===== src/rtl/proc_rf_wb_arbiter.sv =====
// Round-robin arbiter sharing the regfile write port between pipeline and mul/div writeback.
// Optional stall statistics: define PROC_RF_WB_ARB_STATS_EN to build the conflict counter.
module proc_rf_wb_arbiter #(
    parameter int p_addr_nbits = 5,
    parameter int p_data_nbits = 32
) (
    input  logic                    clk,
    input  logic                    reset,
    input  logic                    req0_val,
    output logic                    req0_rdy,
    input  logic [p_addr_nbits-1:0] req0_addr,
    input  logic [p_data_nbits-1:0] req0_data,
    input  logic                    req1_val,
    output logic                    req1_rdy,
    input  logic [p_addr_nbits-1:0] req1_addr,
    input  logic [p_data_nbits-1:0] req1_data,
    output logic                    wr_en,
    output logic [p_addr_nbits-1:0] wr_addr,
    output logic [p_data_nbits-1:0] wr_data,
    input  logic [p_addr_nbits-1:0] qry_addr0,
    output logic                    qry_pend0,
    input  logic [p_addr_nbits-1:0] qry_addr1,
    output logic                    qry_pend1,
    output logic                    busy,
    output logic [31:0]             conflict_count
);

    logic [1:0]              buf_val;
    logic [p_addr_nbits-1:0] buf_addr [2];
    logic [p_data_nbits-1:0] buf_data [2];
    logic                    prio;

    logic [1:0]              grant;
    logic                    flip;
    logic                    gidx;
    logic                    wr_hit;
    logic [1:0]              req_val;
    logic [1:0]              rdy;
    logic [p_addr_nbits-1:0] req_addr [2];
    logic [p_data_nbits-1:0] req_data [2];

    assign req_val     = {req1_val, req0_val};
    assign req_addr[0] = req0_addr;
    assign req_addr[1] = req1_addr;
    assign req_data[0] = req0_data;
    assign req_data[1] = req1_data;

    // Same nonzero destination: the mul/div entry is older, so it must land first.
    always_comb begin
        grant = '0;
        flip  = 1'b0;
        if (buf_val == 2'b11) begin
            if (buf_addr[0] == buf_addr[1] && buf_addr[1] != '0) begin
                grant = 2'b10;
            end else begin
                grant = prio ? 2'b10 : 2'b01;
                flip  = 1'b1;
            end
        end else begin
            grant = buf_val;
        end
    end

    assign gidx   = grant[1];
    assign wr_hit = (|grant) && (buf_addr[gidx] != '0);

    assign rdy      = ~{2{reset}} & (~buf_val | grant);
    assign req0_rdy = rdy[0];
    assign req1_rdy = rdy[1];

    assign wr_en   = !reset && wr_hit;
    assign wr_addr = wr_en ? buf_addr[gidx] : '0;
    assign wr_data = wr_en ? buf_data[gidx] : '0;

    assign qry_pend0 = !reset && (qry_addr0 != '0) &&
                       ((buf_val[0] && buf_addr[0] == qry_addr0) ||
                        (buf_val[1] && buf_addr[1] == qry_addr0));
    assign qry_pend1 = !reset && (qry_addr1 != '0) &&
                       ((buf_val[0] && buf_addr[0] == qry_addr1) ||
                        (buf_val[1] && buf_addr[1] == qry_addr1));

    assign busy = !reset && (|buf_val);

    always_ff @(posedge clk) begin
        if (reset) begin
            buf_val <= '0;
            prio    <= 1'b0;
        end else begin
            if (flip)
                prio <= ~prio;
            for (int unsigned i = 0; i < 2; i++) begin
                if (req_val[i] && rdy[i]) begin
                    buf_val[i]  <= 1'b1;
                    buf_addr[i] <= req_addr[i];
                    buf_data[i] <= req_data[i];
                end else if (grant[i]) begin
                    buf_val[i] <= 1'b0;
                end
            end
        end
    end

`ifdef PROC_RF_WB_ARB_STATS_EN
    logic [31:0] conflict_q;

    always_ff @(posedge clk) begin
        if (reset)
            conflict_q <= '0;
        else if ((&buf_val) && conflict_q != '1)
            conflict_q <= conflict_q + 32'd1;
    end

    assign conflict_count = conflict_q;
`else
    assign conflict_count = '0;
`endif

endmodule


===== config.mk =====
export PLATFORM = sky130hd
export DESIGN_NAME = proc_rf_wb_arbiter
export DESIGN_NICKNAME = d
export VERILOG_FILES = /design/src/rtl/proc_rf_wb_arbiter.sv
export SDC_FILE = /design/constraint.sdc
export NUM_CORES = 1
export LEC_CHECK = 0
export ABC_CLOCK_PERIOD_IN_PS = 5050
export CORE_ASPECT_RATIO = 1.5
export CORE_MARGIN = 4
export CORE_UTILIZATION = 43
export DETAILED_ROUTE_END_ITERATION = 10
export PLACE_DENSITY_LB_ADDON = 0.2
export SLEW_MARGIN = 40
export SYNTH_ARGS = -nofsm -noshare
export SYNTH_HDL_FRONTEND = slang
export SYNTH_SLANG_ARGS = --single-unit

===== constraint.sdc =====
create_clock -name clk -period 5.05 [get_ports clk]
set_clock_uncertainty 0.15 [all_clocks]
set_input_delay 1.2625 -clock clk [delete_from_list [all_inputs] [get_ports clk]]
set_output_delay 1.2625 -clock clk [all_outputs]
set_load 0.01 [all_outputs]

# Word level (Yosys, flattened, before mapping)
# Memories as Yosys holds them, arrays and structs flattened.
# Index checks and enable logic that the tools add are counted.
[totals] out_inout_bits=75 ram_bits=74 in_bits=88 wordCells=58 memories=2 ff_bits=3
[op_classes] n_eq_ne=6 n_reduce_logical=25 mux=17 bitwise_logic=5
[memory_table] memory="buf_data" words=2 width=32 rd=1 rd_ports_with_merged_regs=0 write_ports=2 line="30" source="logic [p_data_nbits-1:0] buf_data [2];"
[memory_table] memory="buf_addr" words=2 width=5 rd=3 rd_ports_with_merged_regs=0 write_ports=2 line="29" source="logic [p_addr_nbits-1:0] buf_addr [2];"
[op_table] op="two-way mux 32 bit" n=1
[op_table] op="equality test 5 bit" n=5
[op_table] op="nonzero test 5 bit" n=4
[op_table] op="logical AND 1 bit" n=14
[op_table] op="two-way mux 1 bit" n=12
[op_table] op="two-way mux 2 bit" n=3
[op_table] op="two-way mux 5 bit" n=1
[op_table] op="inverter 2 bit" n=2
[op_table] op="nonzero test 2 bit" n=2
[op_table] op="OR reduction 2 bit" n=2
[op_table] op="bitwise AND 2 bit" n=1
[op_table] op="equality test 2 bit (second input constant)" n=1
[op_table] op="logical OR 1 bit" n=2
[op_table] op="OR 2 bit" n=1
[op_table] op="zero test 1 bit" n=1
[op_table] op="inverter 1 bit" n=1

# Logic depth before layout (Yosys ltp)
# An unclocked memory read counts as a cell.
[depth] word_depth=11 ltp_mapped=7 depth_no_buf=4

# Least setup slack after synthesis
# No wires, ideal clock.
[synth_path] path_kind="input port to flip-flop" start="input port reset" end="memory buf_addr[0][0] (enable)" path_buffers=1 t_arrival_ns=3.507 slack_ns=0.939 setup_time_ns=0.454 path_stages=3 t_required_ns=4.446 cell_sequence="clkbuf_1 -> nand2b_1 -> a31oi_1"
[synth_rtl] item="start, declared" line="8" source="input logic reset,"
[synth_rtl] item="end, declared" line="29"

# Worst setup path in the final report
[layout_path] start="input port reset" end="output port wr_data[23]"
[layout_via] elab_chain_cells=3
[layout_lines] item="zero test 1 bit" line="71" source="assign wr_en = !reset && wr_hit;"
[layout_lines] item="logical AND 1 bit" line="71"
[layout_lines] item="two-way mux 32 bit" line="73" source="assign wr_data = wr_en ? buf_data[gidx] : '0;"
[layout_lines] item="end, declared" line="19" source="output logic [p_data_nbits-1:0] wr_data,"
# Every way passes these cells.

==> results.toml <==
[grt]
track_usage_pct = 17.17
grt_pass1_vias = 2738
grt_pass1_wl_mm = 13.39
grt.overflow.total = 0
grt_max_degree = 24
grt_antenna_before_repair = 0

[clock_network]
clock-sinks = 77
hold_buffers = 0
cts_resized = 0
clk_latency_ps = 330
htreeDepth = 3
cts_root_buf = "clkbuf_16"
clkTransAtPathRegs_ps = 60
cts_tree = "built"
cts_buffers = 9
cts_setup_buffers = 0
clk_path_buf_depth = 2

[synth]
synthCells = 306
synth_top_family_by_area = "simple AND/OR/NAND/NOR gates"
muxShareOfSynthArea_pct = 10.10
yosys.cell_types.count = 35
yosysSeqAreaShare_pct = 60.38
synthArstFlopShare_pct = 0
synth_xor_area_share_pct = 5.561
synth_edf_count = 74
ys_ff_latch = 77
avgSynthCellArea_sq_um = 12.35
yosys.area_share.adder_pct = 0
ys.flop_type = "edfxtp_1"
syn_area_sq_um = 3780
synth-simple-area-share_pct = 10.96
synth-compound-area-share_pct = 3.608
ys_warn_count = 0

[place]
routabilityCongestion = 0.7927
hpwl_mm = 6.639
port-buffer-count = 130
postPlaceCellArea_sq_um = 5164

[setup_path]
crit_arrival_ps = 3220
crit_fanout = 17
critPathKind = "in2out"
critPathCaptureType = "output pin"
startpoint_type = "input port"
worst_ep_required_time_ps = 3640

[drt]
wire_per_inst_um = 16.06
drc = 0
routed_wirelength_mm = 8.879
drtIter0Drc = 101
dr_total_vias = 2638
first_pass_iters = 4
vias_per_cell = 4.770
ant_nets = 0

[sta]
min_period_over_period_pct = 91.71
setup_violations = 0
rsz0062_at_grt = "no"
tightest_slew_ps = 813.1
holdWs_ps = 444.6
fmaxAchievable_mhz = 215.9
hold_violations = 0
setup-tns-final_ps = 0
timing.final.crit_period_ps = 4631
slew_headroom_pct = 45.67
maxSlewViolCount = 0

[floorplanning]
die-area_sq_um = 10390
std_cell_rows = 41
start_util_pct = 44.39
die_h_um = 122.8
pin_count = 163
core_sq_um = 8516
die_w_um = 84.55

[layout]
syn_to_final_growth_pct = 44.12
layout-drive-gt1-share_pct = 7.175
regArea_sq_um = 2282
final_area_sq_um = 5448
fill_cells = 727
final_util_pct = 63.97
diodes = 0
layout.nets = 529
multiInputGateArea_sq_um = 1310

[power]
power_per_cell_area_nw_per_um2 = 293.7
power_mw = 1.600
p_leak_nw = 2.105
peakVddDrop_v = 0.0002451

[run]
drv_cap = 0

[min_path]
hold_class = "reg2reg"

[outcome]
outcome = "finished, final reports clean"
logic make-up (layout without fill, tap and decap cells):
group | after synthesis | in the layout
multiplexers | 38 | 38
AND/OR/NAND/NOR | 95 | 95
other | 1 | 32
AO/OA/AOI/OAI | 18 | 18
flip-flops | 77 | 77
buffers and inverters | 53 | 162
XOR/XNOR | 24 | 24
critical path, stage by stage:
cell and delay, ps:
clkdlybuf4s50_1 420, o21ba_2 270, a21boi_4 180, buf_4 240, nand2_1 80, mux2i_1 180, clkdlybuf4s50_1 570
Yosys cell counts, drive strengths merged, types with 3 or more instances:
| cell type | number | share of area (%) |
|---|---|---|
| buf | 39 | 7.8 |
| a21oi | 4 | 0.53 |
| inv | 3 | 0.30 |
| mux2i | 37 | 9.8 |
| edfxtp | 74 | 59 |
| nand2b | 3 | 0.50 |
| clkbuf | 11 | 1.2 |
| dfxtp | 3 | 1.6 |
| nand2 | 76 | 7.5 |
| xnor2 | 4 | 0.93 |
| nor4 | 6 | 1.6 |
| nand3 | 4 | 0.53 |
| xor2 | 20 | 4.6 |
area by class of cell:
type / count / share of cell area, %
timing repair buffer: 143 / 26.18
clock buffer: 11 / 4.272
sequential: 77 / 41.89
multi-input combinational: 207 / 24.05
clock inverter: 5 / 0.9417
tap: 107 / 2.458
inverter: 3 / 0.2067
power by group:
group / leakage (nW) / switching, mW / internal [mW] / total [mW]
sequential: 0.718 / 0.0155 / 0.734 / 0.749
clock: 0.139 / 0.227 / 0.379 / 0.606
combinational: 1.25 / 0.109 / 0.136 / 0.245
worst paths after layout:
check | end | depth (start not counted) | from | slack [ps]
setup / recovery | wr_data[23] | 7 | reset | 420
hold / removal | prio | 2 | prio | 440
setup reg to reg | buf_data[1][21] | 5 | buf_addr[0][2] | 2120
hold reg to reg | prio | 2 | prio | 440
through the flow:
step / std cells / worst slack, ps
final: 553 / 418.7
after global routing: 553 / 264.5
after CTS: 553 / 381.7
after detailed placement: 537 / 402.1
after global placement: 533 / 424.7
after floorplan: 337 / 939.2
flip-flops by register name (all words and copies together), names as in the netlist:
| name | flops |
|---|---|
| buf_val | 2 |
| buf_addr | 10 |
| prio | 1 |
| buf_data | 64 |
layout by cell type (no fill, tap or decap), drive strengths merged:
master | netlist | routed
nor4 | 6 | 6
o2111ai | 1 | 1
o21a | 1 | 1
or2 | 1 | 1
o31ai | 2 | 2
a21boi | 1 | 1
o21ba | 1 | 1
mux2 | 1 | 1
dfxtp | 3 | 3
xor2 | 20 | 20
o32ai | 1 | 1
clkinv | 0 | 4
nor2 | 2 | 2
a221oi | 2 | 2
bufinv | 0 | 1
o21ai | 1 | 1
nand3 | 4 | 4
a21o | 1 | 1
mux2i | 37 | 37
clkdlybuf4s50 | 0 | 130
a31oi | 2 | 2
xnor2 | 4 | 4
nand2 | 76 | 76
conb | 1 | 32
nor3 | 2 | 2
buf | 39 | 13
inv | 3 | 3
a21oi | 4 | 4
edfxtp | 74 | 74
o311ai | 1 | 1
or4 | 1 | 1
clkbuf | 11 | 11
nand2b | 3 | 3
routing by layer:
metal | vias to the layer above | track usage [%] | wire length [um]
met2 | 95 | 33.53 | 5082
met1 | 1252 | 16.24 | 3055
met3 | 13 | 5.104 | 555
met5 | - | 0 | 0
li1 | 1278 | - | -
met4 | 0 | 7.426 | 186
(Power assumes the default switching activity.)
